===== config.mk =====
export PLATFORM = sky130hd
export DESIGN_NAME = reg_writeback_unit
export DESIGN_NICKNAME = d
export VERILOG_FILES = /design/src/rtl/rv_wb_pkg.sv /design/src/rtl/wb_fifo.sv /design/src/rtl/reg_writeback_unit.sv
export SDC_FILE = /design/constraint.sdc
export NUM_CORES = 1
export LEC_CHECK = 0
export BUFFER_PORTS_ARGS = -buffer_cell sky130_fd_sc_hd__buf_2
export CORE_MARGIN = 3
export CORE_UTILIZATION = 45
export DETAILED_ROUTE_END_ITERATION = 10
export PLACE_DENSITY = 0.65
export SYNTH_ARGS = -nofsm -noshare
export SYNTH_HDL_FRONTEND = slang
export SYNTH_SLANG_ARGS = --single-unit
export TNS_END_PERCENT = 100

===== constraint.sdc =====
create_clock -name clk -period 3.2 [get_ports clk]
set_clock_uncertainty 0.2 [all_clocks]
set_input_delay 0.32 -clock clk [delete_from_list [all_inputs] [get_ports clk]]
set_output_delay 0.32 -clock clk [all_outputs]
set_load 0.02 [all_outputs]

===== src/rtl/rv_wb_pkg.sv =====
// Shared constants and the queued writeback entry type for the register-file write side.
package rv_wb_pkg;

  localparam int unsigned XLEN       = 32;
  localparam int unsigned REG_ADDR_W = 5;
  localparam int unsigned NUM_REGS   = 32;

  typedef struct packed {
    logic [REG_ADDR_W-1:0] rd;
    logic [XLEN-1:0]       data;
  } wb_entry_t;

endpackage


===== src/rtl/wb_fifo.sv =====
// Synchronous FIFO of writeback entries; DEPTH must be a power of two so pointers wrap naturally.
module wb_fifo
  import rv_wb_pkg::*;
#(
  parameter int unsigned DEPTH = 4,
  localparam int unsigned CntW = $clog2(DEPTH + 1)
) (
  input  logic            clk,
  input  logic            reset,
  input  logic            push,
  input  wb_entry_t       push_entry,
  input  logic            pop,
  output wb_entry_t       head,
  output logic            full,
  output logic            empty,
  output logic [CntW-1:0] count
);

  localparam int unsigned PtrW = (DEPTH > 1) ? $clog2(DEPTH) : 1;

  wb_entry_t       mem_q [DEPTH];
  logic [PtrW-1:0] wr_ptr_q, rd_ptr_q;
  logic [CntW-1:0] count_q;
  logic            do_push, do_pop;

  assign full    = (count_q == CntW'(DEPTH));
  assign empty   = (count_q == '0);
  assign do_push = push && !full;
  assign do_pop  = pop && !empty;
  assign head    = mem_q[rd_ptr_q];
  assign count   = count_q;

  always_ff @(posedge clk) begin
    if (do_push) begin
      mem_q[wr_ptr_q] <= push_entry;
    end
  end

  always_ff @(posedge clk) begin
    if (reset) begin
      wr_ptr_q <= '0;
      rd_ptr_q <= '0;
      count_q  <= '0;
    end else begin
      if (do_push) wr_ptr_q <= wr_ptr_q + PtrW'(1);
      if (do_pop)  rd_ptr_q <= rd_ptr_q + PtrW'(1);
      if (do_push && !do_pop) begin
        count_q <= count_q + CntW'(1);
      end else if (!do_push && do_pop) begin
        count_q <= count_q - CntW'(1);
      end
    end
  end

endmodule


===== src/rtl/reg_writeback_unit.sv =====
// Queues ALU/load results, drives the register-file write port and tracks pending destinations.
// Optional WB_BYPASS_EN adds same-cycle forwarding of the write port to the hazard queries.
module reg_writeback_unit #(
  parameter int unsigned DEPTH = 4,
  parameter int unsigned XLEN  = 32
) (
  input  logic                         clk,
  input  logic                         reset,
  input  logic                         alu_valid,
  output logic                         alu_ready,
  input  logic [4:0]                   alu_rd,
  input  logic [XLEN-1:0]              alu_data,
  input  logic                         mem_valid,
  output logic                         mem_ready,
  input  logic [4:0]                   mem_rd,
  input  logic [XLEN-1:0]              mem_data,
  input  logic                         pend_set,
  input  logic [4:0]                   pend_rd,
  input  logic [4:0]                   rs1_q,
  input  logic [4:0]                   rs2_q,
  output logic                         rs1_busy,
  output logic                         rs2_busy,
`ifdef WB_BYPASS_EN
  output logic                         rs1_fwd_hit,
  output logic                         rs2_fwd_hit,
  output logic [XLEN-1:0]              rs1_fwd_data,
  output logic [XLEN-1:0]              rs2_fwd_data,
`endif
  output logic                         RegWrite,
  output logic [4:0]                   Rd,
  output logic [XLEN-1:0]              Write_data,
  output logic [$clog2(DEPTH+1)-1:0]   fifo_count
);

  import rv_wb_pkg::*;

  logic          full, empty, pop, push;
  logic          mem_acc, alu_acc;
  wb_entry_t     push_entry, head;
  logic [NUM_REGS-1:0] pending_q, pending_d;

  // Load wins arbitration; full is sampled before the same-cycle pop.
  assign mem_ready = !full;
  assign alu_ready = !full && !mem_valid;
  assign mem_acc   = mem_valid && mem_ready;
  assign alu_acc   = alu_valid && alu_ready;
  assign push      = (mem_acc && (mem_rd != '0)) || (alu_acc && (alu_rd != '0));
  assign pop       = !empty;

  always_comb begin
    push_entry = '0;
    if (mem_acc) begin
      push_entry.rd   = mem_rd;
      push_entry.data = mem_data;
    end else begin
      push_entry.rd   = alu_rd;
      push_entry.data = alu_data;
    end
  end

  wb_fifo #(
    .DEPTH (DEPTH)
  ) u_fifo (
    .clk        (clk),
    .reset      (reset),
    .push       (push),
    .push_entry (push_entry),
    .pop        (pop),
    .head       (head),
    .full       (full),
    .empty      (empty),
    .count      (fifo_count)
  );

  always_ff @(posedge clk) begin
    if (reset) begin
      RegWrite   <= 1'b0;
      Rd         <= '0;
      Write_data <= '0;
    end else if (pop) begin
      RegWrite   <= 1'b1;
      Rd         <= head.rd;
      Write_data <= head.data;
    end else begin
      RegWrite   <= 1'b0;
    end
  end

  // Set is applied after clear so a same-cycle reissue keeps the register pending.
  always_comb begin
    pending_d = pending_q;
    if (RegWrite) pending_d[Rd] = 1'b0;
    if (pend_set && (pend_rd != '0)) pending_d[pend_rd] = 1'b1;
    pending_d[0] = 1'b0;
  end

  always_ff @(posedge clk) begin
    if (reset) pending_q <= '0;
    else       pending_q <= pending_d;
  end

`ifdef WB_BYPASS_EN
  assign rs1_fwd_hit  = RegWrite && (Rd == rs1_q) && (rs1_q != '0);
  assign rs2_fwd_hit  = RegWrite && (Rd == rs2_q) && (rs2_q != '0);
  assign rs1_fwd_data = rs1_fwd_hit ? Write_data : '0;
  assign rs2_fwd_data = rs2_fwd_hit ? Write_data : '0;
  assign rs1_busy     = pending_q[rs1_q] && !rs1_fwd_hit;
  assign rs2_busy     = pending_q[rs2_q] && !rs2_fwd_hit;
`else
  assign rs1_busy     = pending_q[rs1_q];
  assign rs2_busy     = pending_q[rs2_q];
`endif

endmodule

==> metrics.log, run 1 <==
[metrics] clock-pin transition on the worst setup and hold timing paths: roughly 0.060 ns
[metrics] number of buffers on the longest clock path: 3
[metrics] final routed DRC violation total: 0
[metrics] antenna cells: 0
[metrics] library cells used by synthesis: 40
[metrics] share of synthesized area occupied by flip-flops and latches: 0.638
[metrics] fraction of layout cells with a size suffix above 1: 0.316
[metrics] Yosys warning count: 0
[metrics] kind of start point of the critical path: register
[metrics] cells after synthesis: around 660
[metrics] count of vias placed by the detailed router: ~6400
[metrics] estimated wirelength of the detail-placed design: 13700 um
[metrics] clock tree from TritonCTS: yes
[metrics] average detailed-routed wire length per instance: ~19 um
[metrics] list of cells traversed by the critical path: nor2_1, and2_1, inv_1, nand2_2, buf_12, mux2_2, dlygate4sd3_1
[metrics] Via-to-Cell Ratio: 5.53
[metrics] number of design-rule violations left by the first detailed-router iteration: around 380
[metrics] Final Wtd Congestion: slightly above 0.8
[metrics] Max Fclk: between 300 and 400 MHz
[metrics] Max-cap violations: 0
[metrics] final routed wirelength across all metal layers: 21600 um
[metrics] area inside the core boundary: roughly 20000 um2
[metrics] Seq pwr share: 0.421
[metrics] final core occ: 0.585
[metrics] R2R depth: 7
[metrics] Die Width: 150 um
[metrics] delay of the slowest critical-path stage: about 0.63 ns
[metrics] Tightest Pin Transition: ~1.1 ns
[metrics] area delta synth->final: 27.0%
[metrics] period utilization: 0.862
[metrics] Static Leak: between 4 and 5 nW
[metrics] number of gates given a new drive strength after cts: 0
[metrics] starting density of the core: 0.461
[metrics] clk sink count: ~220
[metrics] outcome: finished clean
[metrics] Internal Dissipation: 6.81 mW
[metrics] cell taking the most area after synthesis: sky130_fd_sc_hd__edfxtp_1
[metrics] placement row count: 52
[metrics] endpoint required time on the critical path: 3.22 ns
[metrics] # IOs: 139
[metrics] Hold Path Cell Cnt: 2
[metrics] type of the worst setup path: reg -> reg
[metrics] worst-case register-to-register setup slack: between 0.4 and 0.5 ns
[metrics] worst-case hold path end point: u_fifo.mem_q[2][34]
[metrics] count of final hold-check violations: 0
[metrics] Synth Register Bits: about 220
[metrics] Clk network pwr share: 0.295
[metrics] number of global-route vias before repair: ~6700
[metrics] later-pin clock latency in the skew report: roughly 0.50 ns
[metrics] Post-Syn Nets: about 760
[metrics] number of slew-limit violations in the final report: 0
[metrics] combinational power share: 0.284
[metrics] maximum ir drop on the vdd rail: 0.606 mV
[metrics] number of routed nets with antenna violations: 0
[metrics] element type at the critical path end: register
[metrics] per-instance average area after synthesis: 14.2 um2
[metrics] CTS buffer count: 24
[metrics] total of endpoints with negative setup slack in the final report: 0
[metrics] antenna violations before repair: 0
[metrics] total die area: 22600 um2
[metrics] clk root buf: sky130_fd_sc_hd__clkbuf_16
[metrics] final critical delay including setup and external delays: around 2.8 ns
[metrics] CP Data Arrival Time: 2.78 ns
[metrics] # H-tree levels: 1
[metrics] startpoint of the most critical register-to-register path: u_fifo.count[0]
[metrics] maximum fanout count along the critical path: 29
[metrics] setup repair after global routing missed its margin: no
[metrics] fraction of post-synthesis cell area in the top cell type by area: 0.475
[metrics] overflow left after global routing: 0
[metrics] switching part of the total: 0.306
[metrics] type of the most critical hold path: in -> reg
[metrics] standard cell with the maximum stage delay on the critical path: sky130_fd_sc_hd__dlygate4sd3_1
[metrics] first-pass GRT wire length: approximately 33000 um
[metrics] hold path startpoint: alu_rd[2]
[metrics] drt first pass iters: 5
[metrics] max_slew headroom: 0.265
[metrics] largest net degree at the start of global routing: 43
[metrics] reported net switching power: about 3.0 mW
[metrics] number of buffers added on ports: 138
[metrics] Worst setup startpoint: u_fifo.count[0]
[metrics] final sum of negative setup slack: 0 ns
[metrics] gr usage total: 0.189
[metrics] power density cells: approximately 830 nW/um2
[metrics] final-stage net count: a little under 1000
[metrics] end of the worst register-to-register path: u_fifo.mem_q[2][16]
[metrics] die boundary height: between 150 and 200 um
[metrics] netlist area before placement: 9360 um2
[metrics] top cells by area in the synthesized netlist: sky130_fd_sc_hd__edfxtp_1 (48%), sky130_fd_sc_hd__dfxtp_1 (16%), sky130_fd_sc_hd__mux4_2 (9.4%)
==> final cells by class <==
| class | count | area (um2) |
|---|---|---|
| Clock buffer | 36 | 727 |
| Clock inverter | 8 | 120 |
| Fill cell | 1597 | 8420 |
| Inverter | 7 | 26.3 |
| Multi-Input combinational cell | 388 | 3180 |
| Sequential cell | 224 | 5970 |
| Tap cell | 270 | 338 |
| Timing Repair Buffer | 217 | 1530 |
==> critical path: cells and delay by family (launching register included) <==
kind                   cells  cell delay (ns)
and+or+nand+nor            3             0.55
buffers and inverters      3             0.96
DFF                        1             0.38
muxes                      1             0.37
==> Yosys cell counts (all sizes together) <==
master,n
mux2i,1
nor3,1
edfxtp,148
mux2,40
nand4,4
dfxtp,76
nor2b,4
nor4bb,2
and2,5
buf,19
or3b,2
nor4,1
o21ai,34
and4b,2
xnor2,1
a221oi,3
or3,4
ha,5
a2111oi,2
or4,3
nand3,4
nor2,14
nand2,111
mux4,51
a21oi,70
nor3b,5
nand4b,2
and3,2
nand3b,7
nand2b,2
clkbuf,20
inv,7
xor2,3
and3b,3
==> through the flow <==
stage	power, mW	area [um2]	hold WS [ns]	worst slack [ns]	instances
after global placement	6.80	10400	0.239	0.612	1039
after floorplan	5.95	9360	0.257	0.508	658
after CTS	9.92	11900	0.000342	0.450	1150
after global routing	10.3	11900	0.00647	0.359	1150
after detailed placement	6.89	10400	0.242	0.543	1039
final	9.81	11900	0.0154	0.442	1150
==> repair_timing <==
item | 4_1_cts | 5_1_grt
hold endpoints to repair | 131 | 0
hold buffers | 67 | 0
buffers inserted | 0 | 0
==> worst max-delay path by stage <==
stage,to,slack [ns],cells past startpoint
global placement,u_fifo.count[2],0.61,9
detailed placement,u_fifo.count[2],0.54,9
CTS,u_fifo.mem_q[0][4],0.45,7
finish,u_fifo.mem_q[2][16],0.44,7
floorplan,u_fifo.mem_q[0][0],0.51,4
global route,u_fifo.mem_q[2][16],0.36,7
==> cells by family (layout without fill, tap and decap cells) <==
kind of cell,count (synthesis),after routing,share of synthesized area
XOR/XNOR,4,4,0.00375
flip-flops,224,224,0.638
AND/OR/NAND/NOR,178,178,0.0904
AO/OA/AOI/OAI,109,109,0.0610
adder cells (fa/ha/maj),5,5,0.00669
buffers and inverters,46,268,0.0237
multiplexers,92,92,0.177
==> flip-flops by register name, summed over array words and instances, names as in the netlist <==
signal / count
u_fifo.rd_ptr_q: 2
pending_q: 31
Write_data: 32
u_fifo.wr_ptr_q: 2
Rd: 5
u_fifo.mem_q: 148
u_fifo.count: 3
RegWrite: 1
==> power by group through the flow <==
stage | Sequential [mW] | Clock [mW] | Combinational [mW]
global placement | 4.14 | 0 | 2.66
floorplan | 4.28 | 0 | 1.67
CTS | 4.13 | 2.95 | 2.84
global route | 4.19 | 3.06 | 3.04
finish | 4.12 | 2.89 | 2.79
detailed placement | 4.18 | 0 | 2.71
==> routing by layer <==
layer / track usage / vias up / share of wire
met4: 0.0691 / 0 / 0.022
met3: 0.0313 / 46 / 0.060
met2: 0.344 / 250 / 0.52
met5: 0 / - / 0
li1: - / 2908 / -
met1: 0.226 / 3153 / 0.39
==> layout by cell type (no fill, tap or decap), drive strengths merged, types with 5 or more instances in the layout <==
master / count
buf: 150
nand3b: 7
edfxtp: 148
clkbuf: 36
nor3b: 5
a21oi: 70
nand2: 111
dlygate4sd3: 67
mux2: 40
mux4: 51
nor2: 14
dfxtp: 76
inv: 7
clkinv: 5
and2: 5
ha: 5
o21ai: 34
Power figures use the tool's default switching activity.
==> inputs of run 2 (changes only) <==
- CORE_MARGIN: 3 -> 2
==> run 2 against run 1 <==
- highest routed layer unchanged
- sequential share of layout area is 0.28 points higher
- clock power is 9.0% lower
- flip-flop and latch count stayed put
- critical path type unchanged
==> metrics.log, run 2 (same netlist as run 1, synthesis figures left out) <==
[metrics] leading cell types in the layout, fill and taps excluded: sky130_fd_sc_hd__edfxtp_1 (148), sky130_fd_sc_hd__buf_2 (138), sky130_fd_sc_hd__nand2_1 (110)
[metrics] count of buffers added by post-CTS timing repair for setup: 0 (unchanged)
[metrics] placement row count: 52 (unchanged)
[metrics] gr usage total: 0.194 (+0.00465)
[metrics] outcome: finished clean
[metrics] fraction of layout cells with a size suffix above 1: 0.314 (-0.00185)
[metrics] total of endpoints with negative setup slack in the final report: 0 (unchanged)
[metrics] setup repair after global routing missed its margin: no
[metrics] maximum ir drop on the vdd rail: 0.557 mV (-8.0%)
[metrics] number of slew-limit violations in the final report: 0 (unchanged)
[metrics] final critical delay including setup and external delays: 2.91 ns (+0.156 ns)
[metrics] total die area: 22000 um2 (-2.6%)
[metrics] placement-stage cell area: 10400 um2 (about the same)
[metrics] element type at the critical path end: register
[metrics] Reg with most FFs: u_fifo.mem_q
[metrics] Tightest Pin Transition: 1.12 ns (+0.0180 ns)
[metrics] overflow left after global routing: 0 (unchanged)
[metrics] reported net switching power: 2.98 mW (-0.50%)
[metrics] R2R depth: 7 (unchanged)
[metrics] standard cell with the maximum stage delay on the critical path: sky130_fd_sc_hd__dlygate4sd3_1
[metrics] drt first pass iters: 9 (+4)
[metrics] worst-case register-to-register setup slack: 0.29 ns (-0.16 ns)
[metrics] Final Wtd Congestion: 0.886 (+8.6%)
[metrics] number of design-rule violations left by the first detailed-router iteration: 390 (+3.7%)
[metrics] Clk network pwr share: 0.276 (-0.019)
[metrics] Filler Cell Count: 1606 (+0.56%)
[metrics] Hold Path Cell Cnt: 2 (unchanged)
[metrics] antenna violations before repair: 0 (unchanged)
[metrics] # IOs: 139 (unchanged)
[metrics] clock tree from TritonCTS: yes
[metrics] largest net degree at the start of global routing: 52 (+21%)
[metrics] combinational power share: 0.292 (+0.008)
[metrics] clk sink count: 224 (unchanged)
[metrics] Seq pwr share: 0.432 (+0.011)
[metrics] final routed wirelength across all metal layers: 21200 um (-1.8%)
[metrics] max_slew headroom: 0.253 (-0.0120)
[metrics] Max-cap violations: 0 (unchanged)
[metrics] Top Usage Layer GRT: met2
[metrics] clk root buf: sky130_fd_sc_hd__clkbuf_16
[metrics] type of the most critical hold path: in -> reg
[metrics] first-pass GRT wire length: 33500 um (+0.21%)
[metrics] die boundary height: 148 um (-1.3%)
[metrics] Max Fclk: 343 MHz (-5.4%)
[metrics] number of gates given a new drive strength after cts: 0 (unchanged)
[metrics] flip-flop count of the largest register, all copies and words added: 148 (unchanged)
[metrics] number of buffers on the longest clock path: 3 (unchanged)
[metrics] count of final hold-check violations: 0 (unchanged)
[metrics] period utilization: 0.911 (+0.0489)
[metrics] # H-tree levels: 1 (unchanged)
[metrics] final-stage net count: 963 (+0.21%)
[metrics] later-pin clock latency in the skew report: 0.50 ns (about the same)
[metrics] CTS buffer count: 24 (unchanged)
[metrics] largest registers: u_fifo.mem_q: 148 flops, Write_data: 32 flops, pending_q: 31 flops
[metrics] startpoint of the most critical register-to-register path: u_fifo.count[0]
[metrics] number of routed nets with antenna violations: 0 (unchanged)
[metrics] count of vias placed by the detailed router: 6223 (-2.1%)
[metrics] commonest non-fill, non-tap cell in the layout: sky130_fd_sc_hd__edfxtp_1
[metrics] estimated wirelength of the detail-placed design: 13600 um (-0.33%)
[metrics] finished layout cell area: 11800 um2 (-0.55%)
[metrics] met2 Use GR: 0.361 (+0.0167)
[metrics] switching part of the total: 0.312 (+0.00676)
[metrics] worst-case hold path end point: u_fifo.mem_q[3][32]
[metrics] Internal Dissipation: 6.56 mW (-3.6%)
[metrics] type of the worst setup path: reg -> reg
[metrics] area delta synth->final: 26.3%
[metrics] number of global-route vias before repair: 6547 (-2.0%)
[metrics] Static Leak: 4.36 nW (-0.88%)
[metrics] number of buffers added on ports: 138 (unchanged)
[metrics] clock-pin transition on the worst setup and hold timing paths: 0.06 ns (about the same)
[metrics] list of cells traversed by the critical path: nor2_1, and2_1, inv_1, nand2_2, buf_4, mux2_2, dlygate4sd3_1
[metrics] end of the worst register-to-register path: u_fifo.mem_q[2][4]
[metrics] Min Hold Slack: 0.0194 ns (+0.00399 ns)
[metrics] kind of start point of the critical path: register
[metrics] final sum of negative setup slack: 0 ns (unchanged)
[metrics] CP Data Arrival Time: 2.95 ns (+0.17 ns)
[metrics] final routed DRC violation total: 0 (unchanged)
[metrics] Via-to-Cell Ratio: 5.40 (-2.3%)
[metrics] Die Width: 148 um (-1.3%)
[metrics] antenna cells: 0 (unchanged)
[metrics] endpoint required time on the critical path: 3.23 ns (about the same)
[metrics] delay of the slowest critical-path stage: 0.63 ns (about the same)
[metrics] starting density of the core: 0.461 (unchanged)
[metrics] routing usage on met1: 0.228 (+0.00255)
[metrics] maximum fanout count along the critical path: 33 (+14%)
[metrics] average detailed-routed wire length per instance: 18.4 um (-2.0%)
[metrics] power density cells: 808 nW/um2 (-2.1%)
[metrics] hold path startpoint: mem_rd[0]
[metrics] area inside the core boundary: 20300 um2 (unchanged)
[metrics] met3 Track Usage GR: 0.0307 (-0.000632)
## run 2: through the flow
| stage | setup WS, ns | power (mW) | std cells | util |
|---|---|---|---|---|
| 3_3_place_gp | 0.615 | 6.78 | 1040 | 0.511 |
| 4_1_cts | 0.309 | 9.66 | 1152 | 0.582 |
| 5_1_grt | 0.155 | 10.1 | 1152 | 0.582 |
| 2_1_floorplan | 0.508 | 5.95 | 658 | - |
| 3_5_place_dp | 0.549 | 6.89 | 1040 | 0.511 |
| 6_report | 0.285 | 9.54 | 1152 | 0.582 |
## run 2: critical path: cells and delay by family (launching register included)
family,cells,cell delay [ns]
AND/OR/NAND/NOR,3,0.48
flip-flops,1,0.37
multiplexers,1,0.42
buffers and inverters,3,1.16
## run 2: what timing repair did
item / CTS / global route
endpoints found under the hold margin: 144 / 0
hold buffers: 68 / 0
endpoints found under the setup margin: 0 / 0
## run 2: how the worst max path moves through the flow
| stage | startpoint | endpoint | slack [ns] | cells past startpoint |
|---|---|---|---|---|
| after floorplan | u_fifo.count[0] | u_fifo.mem_q[0][0] | 0.51 | 4 |
| after global placement | alu_rd[2] | u_fifo.count[2] | 0.62 | 9 |
| after detailed placement | alu_rd[2] | u_fifo.count[2] | 0.55 | 9 |
| after CTS | u_fifo.count[0] | u_fifo.mem_q[0][3] | 0.31 | 7 |
| after global routing | u_fifo.count[0] | u_fifo.mem_q[2][4] | 0.15 | 7 |
| final | u_fifo.count[0] | u_fifo.mem_q[2][4] | 0.29 | 7 |
## run 2: per-layer routing
| metal | up-vias | wire, um |
|---|---|---|
| met1 | 3083 | 8360 |
| li1 | 2914 | - |
| met2 | 194 | 11400 |
| met5 | - | 0 |
| met4 | 0 | 374 |
| met3 | 32 | 1050 |
## run 2: layout make-up
cell class	instances	area, um2	area share
tap	270	338	0.0286
multi-input combinational	388	3180	0.269
clock buffer	33	676	0.0572
sequential	224	5970	0.505
inverter	7	26.3	0.00222
timing repair buffer	219	1540	0.131
clock inverter	11	88.8	0.00752
## run 2: power groups by stage
stage / Sequential (mW) / Clock [mW] / Combinational, mW
finish: 4.12 / 2.63 / 2.79
global route: 4.19 / 2.82 / 3.04
CTS: 4.13 / 2.69 / 2.84
detailed placement: 4.18 / 0 / 2.71
global placement: 4.14 / 0 / 2.64
floorplan: 4.28 / 0 / 1.67
==> inputs of run 3 (changes only) <==
- CORE_ASPECT_RATIO: default -> 1.4
==> run 3 against run 2 <==
- cell area decreased by 1.1%
- hold slack improved by 0.0029 ns
- clock-buffer cell count decreased by 5
- total power increased by 0.16%
- combinational power decreased by 2%
- highest routed layer unchanged
- critical path depth unchanged
- flip-flop and latch count unchanged
==> metrics.log, run 3 (same netlist as run 1, synthesis figures left out) <==
[metrics] clk sink count: 224 (unchanged)
[metrics] total of endpoints with negative setup slack in the final report: 0 (unchanged)
[metrics] total die area: 22000 um2 (about the same)
[metrics] hold path startpoint: mem_data[6]
[metrics] Tightest Pin Transition: 1.03 ns (-0.0927 ns)
[metrics] antenna violations before repair: 0 (unchanged)
[metrics] number of buffers added on ports: 138 (unchanged)
[metrics] starting density of the core: 0.457 (-0.00405)
[metrics] outcome: finished clean
[metrics] clock tree from TritonCTS: yes
[metrics] Final Wtd Congestion: 0.870 (-1.8%)
[metrics] number of routed nets with antenna violations: 0 (unchanged)
[metrics] element type at the critical path end: register
[metrics] commonest non-fill, non-tap cell in the layout: sky130_fd_sc_hd__edfxtp_1
[metrics] leading cell types in the layout, fill and taps excluded: sky130_fd_sc_hd__edfxtp_1 (148), sky130_fd_sc_hd__buf_2 (138), sky130_fd_sc_hd__nand2_1 (110)
[metrics] power density cells: 818 nW/um2 (+1.3%)
[metrics] final core occ: 0.570 (-0.0117)
[metrics] Die Width: 126 um (-15%)
[metrics] startpoint of the most critical register-to-register path: u_fifo.count[0]
[metrics] period utilization: 0.903 (-0.00771)
[metrics] area delta synth->final: 24.9%
[metrics] standard cell with the maximum stage delay on the critical path: sky130_fd_sc_hd__dlygate4sd3_1
[metrics] number of buffers on the longest clock path: 3 (unchanged)
[metrics] CP Data Arrival Time: 2.91 ns (-0.04 ns)
[metrics] delay of the slowest critical-path stage: 0.61 ns (-0.02 ns)
[metrics] maximum ir drop on the vdd rail: 0.604 mV (+8.4%)
[metrics] maximum fanout count along the critical path: 19 (-42%)
[metrics] number of standard cells in the layout, taps in and fillers out: 1127 (-2.2%)
[metrics] clock-pin transition on the worst setup and hold timing paths: 0.06 ns (about the same)
[metrics] fraction of layout cells with a size suffix above 1: 0.313 (-0.000626)
[metrics] type of the most critical hold path: in -> reg
[metrics] placement row count: 62 (+19%)
[metrics] type of the worst setup path: reg -> reg
[metrics] setup repair after global routing missed its margin: no
[metrics] # IOs: 139 (unchanged)
[metrics] endpoint required time on the critical path: 3.22 ns (about the same)
[metrics] gr usage total: 0.194 (+0.000670)
[metrics] Worst setup startpoint: u_fifo.count[0]
[metrics] area inside the core boundary: 20500 um2 (+0.89%)
[metrics] flip-flop count of the largest register, all copies and words added: 148 (unchanged)
[metrics] number of global-route vias before repair: 6522 (-0.38%)
[metrics] list of cells traversed by the critical path: nor2_1, and2_1, inv_1, nand2_2, buf_12, mux2_2, dlygate4sd3_1
[metrics] Min Hold Slack: 0.0223 ns (+0.00286 ns)
[metrics] first-pass GRT wire length: 33700 um (+0.76%)
[metrics] number of slew-limit violations in the final report: 0 (unchanged)
[metrics] count of final hold-check violations: 0 (unchanged)
[metrics] CTS buffer count: 23 (-4.2%)
[metrics] max_slew headroom: 0.317 (+0.0634)
[metrics] Max-cap violations: 0 (unchanged)
[metrics] overflow left after global routing: 0 (unchanged)
[metrics] largest net degree at the start of global routing: 41 (-21%)
[metrics] average detailed-routed wire length per instance: 19.0 um (+3.4%)
[metrics] Via-to-Cell Ratio: 5.54 (+2.5%)
[metrics] dpl cells: 1021 (-1.8%)
[metrics] kind of start point of the critical path: register
[metrics] Max Fclk: 346 MHz (+0.85%)
[metrics] drt first pass iters: 5 (-4)
[metrics] number of gates given a new drive strength after cts: 0 (unchanged)
[metrics] Reg with most FFs: u_fifo.mem_q
[metrics] later-pin clock latency in the skew report: 0.50 ns (about the same)
[metrics] clk root buf: sky130_fd_sc_hd__clkbuf_16
[metrics] final sum of negative setup slack: 0 ns (unchanged)
[metrics] antenna cells: 0 (unchanged)
[metrics] Static Leak: 4.31 nW (-1.1%)
[metrics] # H-tree levels: 1 (unchanged)
[metrics] largest registers: u_fifo.mem_q: 148 flops, Write_data: 32 flops, pending_q: 31 flops
[metrics] final-stage net count: 954 (-0.93%)
[metrics] final routed DRC violation total: 0 (unchanged)
[metrics] count of vias placed by the detailed router: 6238 (+0.24%)
[metrics] final critical delay including setup and external delays: 2.89 ns (-0.0247 ns)
[metrics] estimated wirelength of the detail-placed design: 13500 um (-1.2%)
[metrics] number of design-rule violations left by the first detailed-router iteration: 537 (+38%)
[metrics] die boundary height: 175 um (+18%)
[metrics] final routed wirelength across all metal layers: 21400 um (+1.1%)
==> run 3: changes by cell type in the layout (fill, tap and decap cells not counted), sizes merged <==
| cell | change |
|---|---|
| buf | -5 |
| bufinv | +2 |
| clkbuf | -5 |
| clkinv | -1 |
| dlygate4sd3 | -3 |
| inv | +1 |
==> run 3: report_power, final <==
part           internal [mW]  switching, mW  total, mW  leakage (nW)
registers               3.79          0.343       4.13          1.99
clock network           1.60           1.09       2.69         0.370
logic                   1.16           1.57       2.74          1.95
total                   6.55           3.01       9.56          4.31
==> run 3: worst max-delay path, delay by kind of cell, from the launching register on <==
kind	cells	cell delay [ns]
muxes	1	0.35
buffers and inverters	3	0.93
and+or+nand+nor	3	0.75
DFF	1	0.37
==> run 3: worst paths after layout <==
check	to	slack (ns)	cells past startpoint
worst max-delay path	u_fifo.mem_q[0][25]	0.31	7
worst min-delay path	u_fifo.mem_q[0][6]	0.02	2
worst max register to register	u_fifo.mem_q[0][25]	0.31	7
worst min register to register	Write_data[24]	0.25	2
==> run 3: metal layers <==
layer / vias up / global-route usage / share of wire
met3: 42 / 0.0309 / 0.052
met4: 0 / 0.0595 / 0.022
met1: 3104 / 0.235 / 0.40
li1: 2886 / - / -
met2: 206 / 0.357 / 0.53
met5: - / 0 / 0
==> run 3: area by class of cell <==
class,instances,area (um2)
fill,1695,8800
inverter,7,26.3
tap,256,320
multi-input combinational,388,3180
clock inverter,13,160
sequential,224,5970
timing repair buffer,211,1430
clock buffer,28,604
==> run 3: through the flow <==
stage / area, um2 / total power, mW / worst slack (ns)
CTS: 11700 / 9.67 / 0.308
floorplan: 9360 / 5.95 / 0.508
detailed placement: 10300 / 6.84 / 0.454
global placement: 10300 / 6.74 / 0.518
global route: 11700 / 10.1 / 0.116
finish: 11700 / 9.56 / 0.310
==> run 3: timing repair <==
action | in CTS | in global routing
hold buffers | 65 | 0
hold endpoints to repair | 125 | 0
endpoints found under the setup margin | 0 | 0
setup buffers | 0 | 0
